File: src/rtl/cop1_issue_ctrl_pkg.sv
// Shared definitions for the COP1 (FP coprocessor) issue controller:
// operation codes, controller states and default execute latencies.
package cop1_issue_ctrl_pkg;

  localparam logic [4:0] FP_ADD = 5'd0;
  localparam logic [4:0] FP_SUB = 5'd1;
  localparam logic [4:0] FP_MUL = 5'd2;
  localparam logic [4:0] FP_DIV = 5'd3;
  localparam logic [4:0] FP_MTC = 5'd4;
  localparam logic [4:0] FP_MFC = 5'd5;

  localparam int DEF_LAT_ADD = 2;
  localparam int DEF_LAT_MUL = 3;
  localparam int DEF_LAT_DIV = 8;

  typedef enum logic [1:0] {
    ST_IDLE = 2'd0,
    ST_EXEC = 2'd1,
    ST_WB   = 2'd2
  } state_e;

  function automatic int max3(input int a, input int b, input int c);
    int m;
    m = (a > b) ? a : b;
    return (m > c) ? m : c;
  endfunction

  // Register transfers skip the ALU and go straight to writeback.
  function automatic logic is_xfer(input logic [4:0] op);
    return (op == FP_MTC) || (op == FP_MFC);
  endfunction

endpackage

File: src/rtl/cop1_issue_ctrl_if.sv
// Pipeline <-> COP1 issue controller bundle: issue handshake, regfile read
// port, FP ALU hookup, FP writeback and integer result return.
interface cop1_issue_ctrl_if;

  logic        halted;
  logic        issue_valid;
  logic        issue_ready;
  logic [4:0]  issue_op;
  logic [4:0]  issue_fs;
  logic [4:0]  issue_ft;
  logic [4:0]  issue_fd;
  logic [31:0] issue_int_data;
  logic [4:0]  fs_num;
  logic [4:0]  ft_num;
  logic [31:0] fs_data;
  logic [31:0] ft_data;
  logic [31:0] alu_a;
  logic [31:0] alu_b;
  logic [4:0]  alu_control;
  logic [31:0] alu_result;
  logic [4:0]  wb_fd;
  logic [31:0] wb_data;
  logic        wb_we;
  logic [31:0] int_result;
  logic        int_valid;
  logic        stall;
  logic        busy;

  modport slave (
    input  halted, issue_valid, issue_op, issue_fs, issue_ft, issue_fd,
           issue_int_data, fs_data, ft_data, alu_result,
    output issue_ready, fs_num, ft_num, alu_a, alu_b, alu_control,
           wb_fd, wb_data, wb_we, int_result, int_valid, stall, busy
  );

  modport master (
    output halted, issue_valid, issue_op, issue_fs, issue_ft, issue_fd,
           issue_int_data, fs_data, ft_data, alu_result,
    input  issue_ready, fs_num, ft_num, alu_a, alu_b, alu_control,
           wb_fd, wb_data, wb_we, int_result, int_valid, stall, busy
  );

endinterface

File: src/rtl/cop1_issue_ctrl_fp_lat_lookup.sv
// Maps an FP operation code to the execute-counter preload (latency - 1).
// Unknown codes and register transfers preload zero.
module fp_lat_lookup
  import cop1_issue_ctrl_pkg::*;
#(
  parameter int LAT_ADD = DEF_LAT_ADD,
  parameter int LAT_MUL = DEF_LAT_MUL,
  parameter int LAT_DIV = DEF_LAT_DIV,
  parameter int CNT_W   = 3
) (
  input  logic [4:0]       i_op,
  output logic [CNT_W-1:0] o_cnt
);

  // Latency table lookup.
  always_comb begin
    o_cnt = {CNT_W{1'b0}};
    case (i_op)
      FP_ADD, FP_SUB: o_cnt = CNT_W'(LAT_ADD - 1);
      FP_MUL:         o_cnt = CNT_W'(LAT_MUL - 1);
      FP_DIV:         o_cnt = CNT_W'(LAT_DIV - 1);
      default:        o_cnt = {CNT_W{1'b0}};
    endcase
  end

endmodule

File: src/rtl/cop1_issue_ctrl.sv
// COP1 issue controller: accepts one FP instruction at a time, sequences it
// through a fixed-latency execute phase and a single writeback cycle.
module cop1_issue_ctrl
  import cop1_issue_ctrl_pkg::*;
#(
  parameter int LAT_ADD = DEF_LAT_ADD,
  parameter int LAT_MUL = DEF_LAT_MUL,
  parameter int LAT_DIV = DEF_LAT_DIV
) (
  input  logic             clk,
  input  logic             rst_b,
  cop1_issue_ctrl_if.slave bus
);

  localparam int MAX_LAT = max3(LAT_ADD, LAT_MUL, LAT_DIV);
  localparam int CNT_W   = (MAX_LAT > 1) ? $clog2(MAX_LAT) : 1;

  state_e           r_state;
  state_e           w_state_nxt;
  logic [CNT_W-1:0] r_cnt;
  logic [CNT_W-1:0] w_cnt_pre;
  logic [31:0]      r_fs_data;
  logic [31:0]      r_ft_data;
  logic [4:0]       r_op;
  logic [4:0]       r_fd;
  logic             r_wb_we;
  logic             r_int_valid;
  logic [31:0]      r_wb_data;
  logic [31:0]      r_int_result;
  logic [4:0]       r_wb_fd;
  logic             w_ready;
  logic             w_accept;
  logic             w_exec_done;

  // Issue is blocked in EXEC and WB so operand reads never race a writeback.
  assign w_ready     = (r_state == ST_IDLE) && !bus.halted;
  assign w_accept    = bus.issue_valid && w_ready;
  assign w_exec_done = (r_state == ST_EXEC) && (r_cnt == {CNT_W{1'b0}});

  fp_lat_lookup #(
    .LAT_ADD (LAT_ADD),
    .LAT_MUL (LAT_MUL),
    .LAT_DIV (LAT_DIV),
    .CNT_W   (CNT_W)
  ) u_lat (
    .i_op  (bus.issue_op),
    .o_cnt (w_cnt_pre)
  );

  // Next-state logic.
  always_comb begin
    w_state_nxt = r_state;
    case (r_state)
      ST_IDLE: begin
        if (w_accept) begin
          w_state_nxt = is_xfer(bus.issue_op) ? ST_WB : ST_EXEC;
        end else begin
          w_state_nxt = ST_IDLE;
        end
      end
      ST_EXEC: begin
        if (w_exec_done) begin
          w_state_nxt = ST_WB;
        end else begin
          w_state_nxt = ST_EXEC;
        end
      end
      ST_WB:   w_state_nxt = ST_IDLE;
      default: w_state_nxt = ST_IDLE;
    endcase
  end

  // State register, latency counter and operand latches.
  always_ff @(posedge clk or negedge rst_b) begin
    if (!rst_b) begin
      r_state   <= ST_IDLE;
      r_cnt     <= {CNT_W{1'b0}};
      r_fs_data <= 32'd0;
      r_ft_data <= 32'd0;
      r_op      <= 5'd0;
      r_fd      <= 5'd0;
    end else begin
      r_state <= w_state_nxt;
      if (w_accept) begin
        r_cnt     <= w_cnt_pre;
        r_fs_data <= bus.fs_data;
        r_ft_data <= bus.ft_data;
        r_op      <= bus.issue_op;
        r_fd      <= bus.issue_fd;
      end else if ((r_state == ST_EXEC) && !w_exec_done) begin
        r_cnt <= r_cnt - CNT_W'(1);
      end
    end
  end

  // Writeback/result registers, loaded on the edge that enters WB so the
  // strobes are high exactly for the WB cycle; data holds until the next load.
  always_ff @(posedge clk or negedge rst_b) begin
    if (!rst_b) begin
      r_wb_we      <= 1'b0;
      r_int_valid  <= 1'b0;
      r_wb_data    <= 32'd0;
      r_wb_fd      <= 5'd0;
      r_int_result <= 32'd0;
    end else begin
      r_wb_we     <= 1'b0;
      r_int_valid <= 1'b0;
      if (w_accept && (bus.issue_op == FP_MTC)) begin
        r_wb_we   <= 1'b1;
        r_wb_data <= bus.issue_int_data;
        r_wb_fd   <= bus.issue_fd;
      end else if (w_accept && (bus.issue_op == FP_MFC)) begin
        r_int_valid  <= 1'b1;
        r_int_result <= bus.fs_data;
      end else if (w_exec_done) begin
        r_wb_we   <= 1'b1;
        r_wb_data <= bus.alu_result;
        r_wb_fd   <= r_fd;
      end
    end
  end

  assign bus.issue_ready = w_ready;
  assign bus.stall       = bus.issue_valid && !w_ready;
  assign bus.busy        = (r_state != ST_IDLE);
  assign bus.fs_num      = bus.issue_fs;
  assign bus.ft_num      = bus.issue_ft;
  assign bus.alu_a       = r_fs_data;
  assign bus.alu_b       = r_ft_data;
  assign bus.alu_control = r_op;
  assign bus.wb_we       = r_wb_we;
  assign bus.wb_data     = r_wb_data;
  assign bus.wb_fd       = r_wb_fd;
  assign bus.int_valid   = r_int_valid;
  assign bus.int_result  = r_int_result;

endmodule
File: src/flat_wrapper.sv
// flat-port wrapper written by rule: the top's interface ports become plain ports
module cop1_issue_ctrl_flat import cop1_issue_ctrl_pkg::*;
#(
  parameter int LAT_ADD = DEF_LAT_ADD,
  parameter int LAT_MUL = DEF_LAT_MUL,
  parameter int LAT_DIV = DEF_LAT_DIV
)
  (clk, rst_b, bus_halted, bus_issue_valid, bus_issue_op, bus_issue_fs, bus_issue_ft, bus_issue_fd, bus_issue_int_data, bus_fs_data, bus_ft_data, bus_alu_result, bus_issue_ready, bus_fs_num, bus_ft_num, bus_alu_a, bus_alu_b, bus_alu_control, bus_wb_fd, bus_wb_data, bus_wb_we, bus_int_result, bus_int_valid, bus_stall, bus_busy);
  cop1_issue_ctrl_if bus_i ();
  input  logic clk;
  input  logic rst_b;
  input wire logic [$bits(bus_i.halted)-1:0] bus_halted;
  input wire logic [$bits(bus_i.issue_valid)-1:0] bus_issue_valid;
  input wire logic [$bits(bus_i.issue_op)-1:0] bus_issue_op;
  input wire logic [$bits(bus_i.issue_fs)-1:0] bus_issue_fs;
  input wire logic [$bits(bus_i.issue_ft)-1:0] bus_issue_ft;
  input wire logic [$bits(bus_i.issue_fd)-1:0] bus_issue_fd;
  input wire logic [$bits(bus_i.issue_int_data)-1:0] bus_issue_int_data;
  input wire logic [$bits(bus_i.fs_data)-1:0] bus_fs_data;
  input wire logic [$bits(bus_i.ft_data)-1:0] bus_ft_data;
  input wire logic [$bits(bus_i.alu_result)-1:0] bus_alu_result;
  output wire logic [$bits(bus_i.issue_ready)-1:0] bus_issue_ready;
  output wire logic [$bits(bus_i.fs_num)-1:0] bus_fs_num;
  output wire logic [$bits(bus_i.ft_num)-1:0] bus_ft_num;
  output wire logic [$bits(bus_i.alu_a)-1:0] bus_alu_a;
  output wire logic [$bits(bus_i.alu_b)-1:0] bus_alu_b;
  output wire logic [$bits(bus_i.alu_control)-1:0] bus_alu_control;
  output wire logic [$bits(bus_i.wb_fd)-1:0] bus_wb_fd;
  output wire logic [$bits(bus_i.wb_data)-1:0] bus_wb_data;
  output wire logic [$bits(bus_i.wb_we)-1:0] bus_wb_we;
  output wire logic [$bits(bus_i.int_result)-1:0] bus_int_result;
  output wire logic [$bits(bus_i.int_valid)-1:0] bus_int_valid;
  output wire logic [$bits(bus_i.stall)-1:0] bus_stall;
  output wire logic [$bits(bus_i.busy)-1:0] bus_busy;
  assign bus_i.halted = bus_halted;
  assign bus_i.issue_valid = bus_issue_valid;
  assign bus_i.issue_op = bus_issue_op;
  assign bus_i.issue_fs = bus_issue_fs;
  assign bus_i.issue_ft = bus_issue_ft;
  assign bus_i.issue_fd = bus_issue_fd;
  assign bus_i.issue_int_data = bus_issue_int_data;
  assign bus_i.fs_data = bus_fs_data;
  assign bus_i.ft_data = bus_ft_data;
  assign bus_i.alu_result = bus_alu_result;
  assign bus_issue_ready = bus_i.issue_ready;
  assign bus_fs_num = bus_i.fs_num;
  assign bus_ft_num = bus_i.ft_num;
  assign bus_alu_a = bus_i.alu_a;
  assign bus_alu_b = bus_i.alu_b;
  assign bus_alu_control = bus_i.alu_control;
  assign bus_wb_fd = bus_i.wb_fd;
  assign bus_wb_data = bus_i.wb_data;
  assign bus_wb_we = bus_i.wb_we;
  assign bus_int_result = bus_i.int_result;
  assign bus_int_valid = bus_i.int_valid;
  assign bus_stall = bus_i.stall;
  assign bus_busy = bus_i.busy;
  cop1_issue_ctrl #(.LAT_ADD(LAT_ADD), .LAT_MUL(LAT_MUL), .LAT_DIV(LAT_DIV)) u_core (.clk(clk), .rst_b(rst_b), .bus(bus_i));
endmodule
File: config.mk
export PLATFORM = sky130hd
export DESIGN_NAME = cop1_issue_ctrl_flat
export DESIGN_NICKNAME = d
export VERILOG_FILES = /design/src/rtl/cop1_issue_ctrl_pkg.sv /design/src/rtl/cop1_issue_ctrl_if.sv /design/src/rtl/cop1_issue_ctrl_fp_lat_lookup.sv /design/src/rtl/cop1_issue_ctrl.sv /design/src/flat_wrapper.sv
export SDC_FILE = /design/constraint.sdc
export NUM_CORES = 1
export LEC_CHECK = 0
export CAP_MARGIN = 20
export CELL_PAD_IN_SITES_DETAIL_PLACEMENT = 1
export CELL_PAD_IN_SITES_GLOBAL_PLACEMENT = 2
export CORE_UTILIZATION = 25
export DETAILED_ROUTE_END_ITERATION = 10
export PLACE_DENSITY_LB_ADDON = 0.1
export SETUP_SLACK_MARGIN = 0.1
export SYNTH_ARGS = -nofsm -noshare
export SYNTH_HDL_FRONTEND = slang
export SYNTH_SLANG_ARGS = --single-unit
File: constraint.sdc
create_clock -name clk -period 2.05 [get_ports clk]
set_input_delay 0.205 -clock clk [delete_from_list [all_inputs] [get_ports clk]]
set_output_delay 0.205 -clock clk [all_outputs]
set_load 0.01 [all_outputs]
; Yosys cells after proc, flatten, opt, wreduce, memory -nomap -nowiden
; Index checks and enable logic that the tools add are counted.
[word_totals]
output_inout_bits = 153
input_bits = 152
register_bits = 150
[op_classes]
n_eq_ne = 7
addsub = 1
mux = 18
bitwise = 1
reduce_logical = 20
[ops]
columns = op, count
row1 = $mux W32, 3
row2 = $mux W5, 3
row3 = $eq A5 B2 Y1 const B, 2
row4 = $eq A5 B3 Y1 const B, 2
row5 = $pmux W3 S3, 1
row6 = $logic_and A1 B1 Y1, 7
row7 = $mux W2, 3
row8 = $mux W3, 2
row9 = $reduce_bool A2 Y1, 3
row10 = $eq A5 B1 Y1 const B, 1
row11 = $logic_not A5 Y1, 1
row12 = $mux W1, 5
row13 = $pmux W2 S2, 1
row14 = $reduce_and A2 Y1, 2
row15 = $logic_not A1 Y1, 3
row16 = $logic_not A3 Y1, 1
row17 = $sub A3 B1 Y3 const B, 1
row18 = $eq A2 B1 Y1 const B, 1
row19 = $logic_not A2 Y1, 1
row20 = $ne A2 B1 Y1 const B, 1
row21 = $reduce_or A2 Y1, 1
row22 = $logic_or A1 B1 Y1, 1
row23 = $not A1 Y1, 1

; Depth between registers and ports, before layout
; Gate-level depths: netlist of the first run.
[logic_depth]
ltp_word = 6
ltp_mapped = 8
depth_no_buf = 6

; Cells and area by module
; From an unflattened synthesis of the first run, not the netlist that was laid out.
[hier_totals]
cells_unflattened = 590
hier_area_um2 = 6149.6
[by_module_without_submodules]
columns = module, area_per_inst_um2, instances, cells_each
row1 = cop1_issue_ctrl, 6113.4, 1, 585
row2 = fp_lat_lookup, 36.3, 1, 5

; Least setup slack after synthesis of the first run
; OpenSTA, ideal clock, no wires.
[synth_timing]
kind = reg-to-reg
startpoint = register u_core.r_state[0]
endpoint = register u_core.r_int_result[17] (netlist: u_core.bus.int_result[17])
path_stages_with_launch = 6
t_arrival_ns = 1.456
required_ns = 1.922
setup_slack_ns = 0.467
n_path_buf = 2
cell_sequence = dfrtp_1 > nor4b_2 > buf_4 > nand3_4 > buf_6 > mux2_1
[synth_via]
elab_chain_cells = 6
[synth_lines]
columns = element, line
row1 = "start, declared", cop1_issue_ctrl.sv:18  ; state_e r_state;
row2 = "start signal, assigned", cop1_issue_ctrl.sv:83  ; r_state <= w_state_nxt;
row3 = $logic_not A2 Y1 *, cop1_issue_ctrl.sv:36  ; assign w_ready = (r_state == ST_IDLE) && !bus.halted;
row4 = $logic_and A1 B1 Y1 *, cop1_issue_ctrl.sv:36
row5 = $logic_and A1 B1 Y1 *, cop1_issue_ctrl.sv:37  ; assign w_accept = bus.issue_valid && w_ready;
row6 = $logic_and A1 B1 Y1, cop1_issue_ctrl.sv:108  ; if (w_accept && (bus.issue_op == FP_MTC)) begin
row7 = $not A1 Y1 (no line), n/a
row8 = $reduce_and A2 Y1 (no line) *, n/a
row9 = "end signal, assigned", cop1_issue_ctrl.sv:114  ; r_int_result <= bus.fs_data;
row10 = "end, declared", cop1_issue_ctrl.sv:29  ; logic [31:0] r_int_result;
; Mark *: on every way between the ends. The rest lies on a longest branch, timed or not.
; A chain may end at the register's enable or synchronous reset.

; Worst setup path in the final report of the first run
[layout_timing]
startpoint = register u_core.r_state[1]
endpoint = register u_core.r_wb_data[30] (netlist: u_core.bus.wb_data[30])
[layout_via]
elab_chain_cells = 6
[layout_lines]
columns = element, line
row1 = $logic_not A2 Y1, cop1_issue_ctrl.sv:36
row2 = $logic_and A1 B1 Y1, cop1_issue_ctrl.sv:36
row3 = $logic_and A1 B1 Y1, cop1_issue_ctrl.sv:37
row4 = $logic_and A1 B1 Y1 (on tied branches), "cop1_issue_ctrl.sv:112, cop1_issue_ctrl.sv:108"
row5 = $ne A2 B1 Y1 (no line) or $reduce_bool A2 Y1 (tied branches), n/a
row6 = $reduce_and A2 Y1 (no line), n/a
row7 = "end signal, assigned", cop1_issue_ctrl.sv:110  ; r_wb_data <= bus.issue_int_data;
row8 = "end signal, assigned", cop1_issue_ctrl.sv:117  ; r_wb_data <= bus.alu_result;
row9 = "end, declared", cop1_issue_ctrl.sv:28  ; logic [31:0] r_wb_data;
; Parallel ways exist; a longest one is shown, timed or not.

==> results_dict.tcl, run 1 <==
set metrics [dict create \
    run_status "completed" \
    final_antenna_net_count 0 \
    number_of_global_route_vias_before_repair 5173 \
    cp_data_required_time_ns 2.34 \
    slew_headroom_pct 62.61 \
    fin_hold_ws_ns 0.2952 \
    die_x_um 157.9 \
    crit_path_max_fanout 33 \
    layout_worst_path_cycle_share_pct 91.91 \
    post-route-util_pct 42.22 \
    synth.area.mux_share_pct 21.26 \
    dieArea_um2 24920 \
    cts_buffers 17 \
    num-fill-cells 2521 \
    final_hold_viol_count 0 \
    main_combinational_cell_family_by_area_after_synthesis "multiplexers" \
    startpoint_type "flip-flop" \
    synthDistinctLibCells 29 \
    initial_core_util_pct 25.64 \
    syn-mean-instance-area_um2 13.77 \
    synthAdderAreaFrac_pct 0.4120 \
    timing.final.max_slew_violations 0 \
    synthesis.nets 595 \
    nNetsFinal 884 \
    grt_start_max_net_pins 67 \
    grt_first_pass_wirelength_um 29360 \
    dr.first_iter.drc_count 170 \
    share_of_final_layout_standard_cells_stronger_than_drive_strength_1_pct 22.34 \
    post_dr_vias_cell 4.379 \
    globalRoute.totalOverflow 0 \
    grt_setup_unrepaired "yes" \
    synth-main-ff-cell "sky130_fd_sc_hd__dfrtp_1" \
    synth_compound_gate_area_share_pct 7.293 \
    synth_async_sr_flop_share_pct 100.0 \
    arrival_worst_endpoint_ns 2.18 \
    vias 4651 \
    synthesis.area_um2 6073 \
    holdCritPathClass "primary input to async pin" \
    layout.area.seq_um2 3754 \
    multi_input_area_um2 2116 \
    maxClockFrequency_mhz 530.7 \
    power.total_w 0.01407 \
    dp_hpwl_um 13580 \
    total_leakage_power_nw 4.210 \
    placement.io_buffers 284 \
    rows 56 \
    post_synth_and_or_nand_nor_area_fraction_pct 5.109 \
    power-per-cell-area_nw_per_um2 1407 \
    wl_per_cell_um 18.09 \
    globalplace.congestion 0.6819 \
    core_region_area_um2 23680 \
    vdd_drop_max_v 0.0004930 \
    first_drt_pass_iteration_count 4 \
    root_buffer_cell "sky130_fd_sc_hd__clkbuf_16" \
    timing.final.crit_period_ns 1.884 \
    insertedDiodeCount 0 \
    final.setup_skew_ns 0.01145 \
    max_slew.worst_pin.slew_ns 0.5608 \
    synth_edf_count 0 \
    ys_ff_latch 150 \
    cts_tree "yes" \
    io_pins 305 \
    layout.cells.most_common "sky130_fd_sc_hd__clkdlybuf4s50_1" \
    setup-violations-final 0 \
    drc_errors_left 0 \
    clkTransAtPathRegs_ns 0.07 \
    layout.cells.most_common_list "sky130_fd_sc_hd__clkdlybuf4s50_1, sky130_fd_sc_hd__dfrtp_1, sky130_fd_sc_hd__mux2_2" \
    cap_violations 0 \
    totalNegativeSetupSlack_ns 0 \
    crit_path_end_kind "flip-flop" \
    cts.htree.levels 4 \
    area_growth_syn_to_layout_pct 64.65 \
    gr-usage-all-layers_pct 15.77 \
    xor_xnor_portion_of_the_synthesized_cell_area_pct 0.2884 \
    post_synthesis_sequential_area_ratio_pct 61.80 \
    postSynthCellCount 441 \
    antenna_violations_before_repair 0 \
    synth.yosys.warnings 0 \
    detail_route.wirelength_um 19220 \
    clk-insertion-delay-late_ns 0.43 \
    clk_path_buf_depth 2 \
    fp.dieH_um 157.9 \
    clk_sink_count 150 \
    critical_path_class "flip-flop to flip-flop" \
]
[routing by layer]
layer / share of wire, % / global-route usage [%]
met5: 0 / 0
met3: 11 / 7.555
met2: 47 / 25.07
met4: 0.99 / 4.485
met1: 41 / 18.84
[cell families after synthesis]
logic type / after synthesis
xor+xnor: 2
mux: 106
flops: 150
fa+ha+maj: 2
compound gates: 79
simple gates: 62
buf+inv: 40
[final timing paths]
| path | start | to | slack (ns) | cells past startpoint |
|---|---|---|---|---|
| max | u_core.r_state[1] | u_core.bus.wb_data[30] | 0.17 | 7 |
| min | rst_b | u_core.bus.wb_data[14] | 0.30 | 2 |
| max reg2reg | u_core.r_state[1] | u_core.bus.wb_data[30] | 0.17 | 7 |
| min reg2reg | u_core.bus.int_result[21] | u_core.bus.int_result[21] | 0.49 | 1 |
| max in group asynchronous | rst_b | u_core.bus.int_result[17] | 0.94 | 3 |
| min in group clk | bus_issue_int_data[12] | u_core.bus.wb_data[12] | 0.36 | 3 |
[report_power, final]
| group | switching [W] | total, W | leakage [nW] | internal, W |
|---|---|---|---|---|
| Combinational | 0.00229 | 0.00578 | 2.10 | 0.00349 |
| Clock | 0.00141 | 0.00338 | 0.304 | 0.00197 |
| Sequential | 0.000665 | 0.00491 | 1.81 | 0.00425 |
[layout make-up]
| type | count | area share (%) |
|---|---|---|
| flip-flops and latches | 150 | 37.54 |
| repair buffers | 307 | 30.92 |
| multi-input cells | 251 | 21.16 |
| clock buffers | 17 | 4.254 |
| well taps | 319 | 3.991 |
| clock inverters | 15 | 2.027 |
| inverters | 3 | 0.1126 |
[what timing repair did]
item,in CTS,in global routing
resized for setup,4,4
buffers inserted,2,2
endpoints found under the setup margin,2,18
hold buffers,1,0
endpoints found under the hold margin,48,0
gates cloned,0,1
pin swaps,0,1
[worst max-delay path, stage by stage, from the launching register on]
cell	delay, ns
sky130_fd_sc_hd__dfrtp_1	0.37
sky130_fd_sc_hd__buf_4	0.15
sky130_fd_sc_hd__nor4b_4	0.36
sky130_fd_sc_hd__buf_12	0.17
sky130_fd_sc_hd__nand3b_1	0.15
sky130_fd_sc_hd__clkbuf_16	0.26
sky130_fd_sc_hd__o22ai_1	0.21
sky130_fd_sc_hd__a21oi_1	0.06
[registers in the layout, summed over array words and instances, names as in the netlist]
signal / count
u_core.bus.alu_control: 5
u_core.r_state: 2
u_core.bus.wb_we: 1
u_core.r_cnt: 3
u_core.bus.wb_data: 32
u_core.r_fd: 5
u_core.bus.alu_a: 32
u_core.bus.wb_fd: 5
u_core.bus.int_valid: 1
u_core.bus.int_result: 32
u_core.bus.alu_b: 32
[Yosys cell counts (all sizes together), types with 2 or more instances]
master / instances / share of area (%)
dfrtp: 150 / 62
clkbuf: 7 / 0.43
o21ai: 4 / 0.33
nor2b: 3 / 0.31
buf: 30 / 3.2
mux2: 106 / 21
nor2: 40 / 2.5
nand2b: 3 / 0.31
nor4b: 2 / 0.64
nand3: 5 / 0.62
a21oi: 37 / 3.0
o22ai: 38 / 3.9
ha: 2 / 0.41
nand2: 5 / 0.31
inv: 3 / 0.19
[stage by stage]
stage	setup slack, ns	instances	area, um^2
after floorplan	0.4667	441	6073
after global placement	0.03148	1024	9294
after detailed placement	-0.01133	1024	9294
after CTS	0.1574	1059	9952
after global routing	0.04541	1062	10000
final	0.1658	1062	10000
No activity file was read; power rests on OpenSTA's default activity.
==> run 2: changes to the inputs <==
Settings changed: REMOVE_ABC_BUFFERS set to 1.
==> results_dict.tcl, run 2 (synthesis results as in run 1) <==
set metrics [dict create \
    total_leakage_power_nw 4.173 \
    r2r-start "u_core.r_state[0]" \
    globalplace.congestion 0.7436 \
    setup.worst_path.start "u_core.r_state[0]" \
    arrival_worst_endpoint_ns 1.63 \
    layout.cells.most_common_list "sky130_fd_sc_hd__clkdlybuf4s50_1, sky130_fd_sc_hd__dfrtp_1, sky130_fd_sc_hd__mux2_2" \
    worst_path_max_delay_cell "sky130_fd_sc_hd__clkdlybuf4s50_1" \
    cts.htree.levels 4 \
    dp.cells 1020 \
    io_pins 305 \
    timing.final.crit_period_ns 1.830 \
    detail_route.wirelength_um 19190 \
    crit_path_max_fanout 2 \
    run_status "completed" \
    max_slew.worst_pin.slew_ns 0.4975 \
    post-route-util_pct 41.96 \
    critical_path.max_stage_delay_ns 0.51 \
    slew_headroom_pct 66.83 \
    cts_buffers 17 \
    drc_errors_left 0 \
    holdCritPathClass "primary input to async pin" \
    totalNegativeSetupSlack_ns 0 \
    wl_per_cell_um 18.19 \
    vdd_drop_max_v 0.0005297 \
    number_of_global_route_vias_before_repair 5283 \
    crit_path_end_kind "primary output" \
    maxClockFrequency_mhz 546.3 \
    cp_cell_sequence "or2_2 > clkdlybuf4s50_1" \
    vias 4660 \
    grt_setup_unrepaired "no" \
    grt_first_pass_wirelength_um 29720 \
    pre_cts_ws_ns 0.01082 \
    post_dr_vias_cell 4.417 \
    layout_setup_ws_ns 0.2196 \
    die_x_um 157.9 \
    cp_data_required_time_ns 1.85 \
    fp.dieH_um 157.9 \
    insertedDiodeCount 0 \
    area_growth_syn_to_layout_pct 63.64 \
    final.setup_skew_ns 0.008285 \
    core_region_area_um2 23680 \
    dp_hpwl_um 13580 \
    cts_tree "yes" \
    gr-usage-all-layers_pct 15.83 \
    placement.io_buffers 284 \
    clk-insertion-delay-late_ns 0.42 \
    globalRoute.totalOverflow 0 \
    antenna_violations_before_repair 1 \
    setup-violations-final 0 \
    critical_path_class "flip-flop to primary output" \
    root_buffer_cell "sky130_fd_sc_hd__clkbuf_16" \
    clkTransAtPathRegs_ns 0.07 \
    final_antenna_net_count 0 \
    dr.first_iter.drc_count 152 \
    clk_sink_count 150 \
    final_cells 1055 \
    layout_worst_path_cycle_share_pct 89.29 \
    nNetsFinal 877 \
    rows 56 \
    dieArea_um2 24920 \
    clk_path_buf_depth 2 \
    startpoint_type "flip-flop" \
    final_hold_viol_count 0 \
    initial_core_util_pct 25.64 \
    grt_start_max_net_pins 76 \
    share_of_final_layout_standard_cells_stronger_than_drive_strength_1_pct 21.20 \
    cap_violations 0 \
    timing.final.max_slew_violations 0 \
    first_drt_pass_iteration_count 4 \
    layout.cells.most_common "sky130_fd_sc_hd__clkdlybuf4s50_1" \
    power-per-cell-area_nw_per_um2 1398 \
]
## run 2: timing repair
item	CTS	global route
hold buffers	1	0
endpoints found under the hold margin	40	0
gates resized for setup	4	0
setup endpoints to repair	2	0
setup buffers	2	0
## run 2: power breakdown
part | internal, W | switching (W)
Combinational | 0.00349 | 0.00228
Sequential | 0.00425 | 0.000679
Clock | 0.00183 | 0.00136
Total | 0.00957 | 0.00432
## run 2: final cells by class
class	count	area, um^2
clock buffer	18	429.2
timing repair buffer	300	3077
fill	2481	13740
inverter	3	11.26
tap	319	399.1
sequential	150	3754
multi-input combinational	251	2103
clock inverter	14	165.2
## run 2: layer usage
metal	global-route usage [%]	wire (um)	vias to the layer above
met5	0	0	-
met4	5.964	414	0
met3	5.393	1419	21
met2	27.48	9989	165
met1	17.84	7368	2348
li1	-	-	2126
## run 2: critical path, delay by kind of cell, from the launching register on
kind	cells	cell delay, ns
flops	1	0.38
buf+inv	1	0.51
simple gates	1	0.33
## run 2: path summary, 6_finish.rpt
check                                            end  slack [ns]  depth (start not counted)
min                         u_core.bus.int_result[0]        0.27                          2
max                                         bus_busy        0.22                          2
max in group asynchronous       u_core.bus.alu_b[19]        1.03                          3
min reg2reg                           u_core.r_fd[1]        0.51                          1
min in group clk              u_core.bus.wb_data[24]        0.39                          3
max reg2reg                u_core.bus.int_result[21]        0.26                          6
## run 2: stage by stage
step | hold slack (ns) | area (um^2) | total power (W)
final | 0.2657 | 9938 | 0.01389
after global placement | 0.1603 | 9314 | 0.01063
after detailed placement | 0.1625 | 9314 | 0.01082
after floorplan | -0.09059 | 5852 | 0.007301
after global routing | 0.2938 | 9938 | 0.01478
after CTS | 0.2731 | 9938 | 0.01416
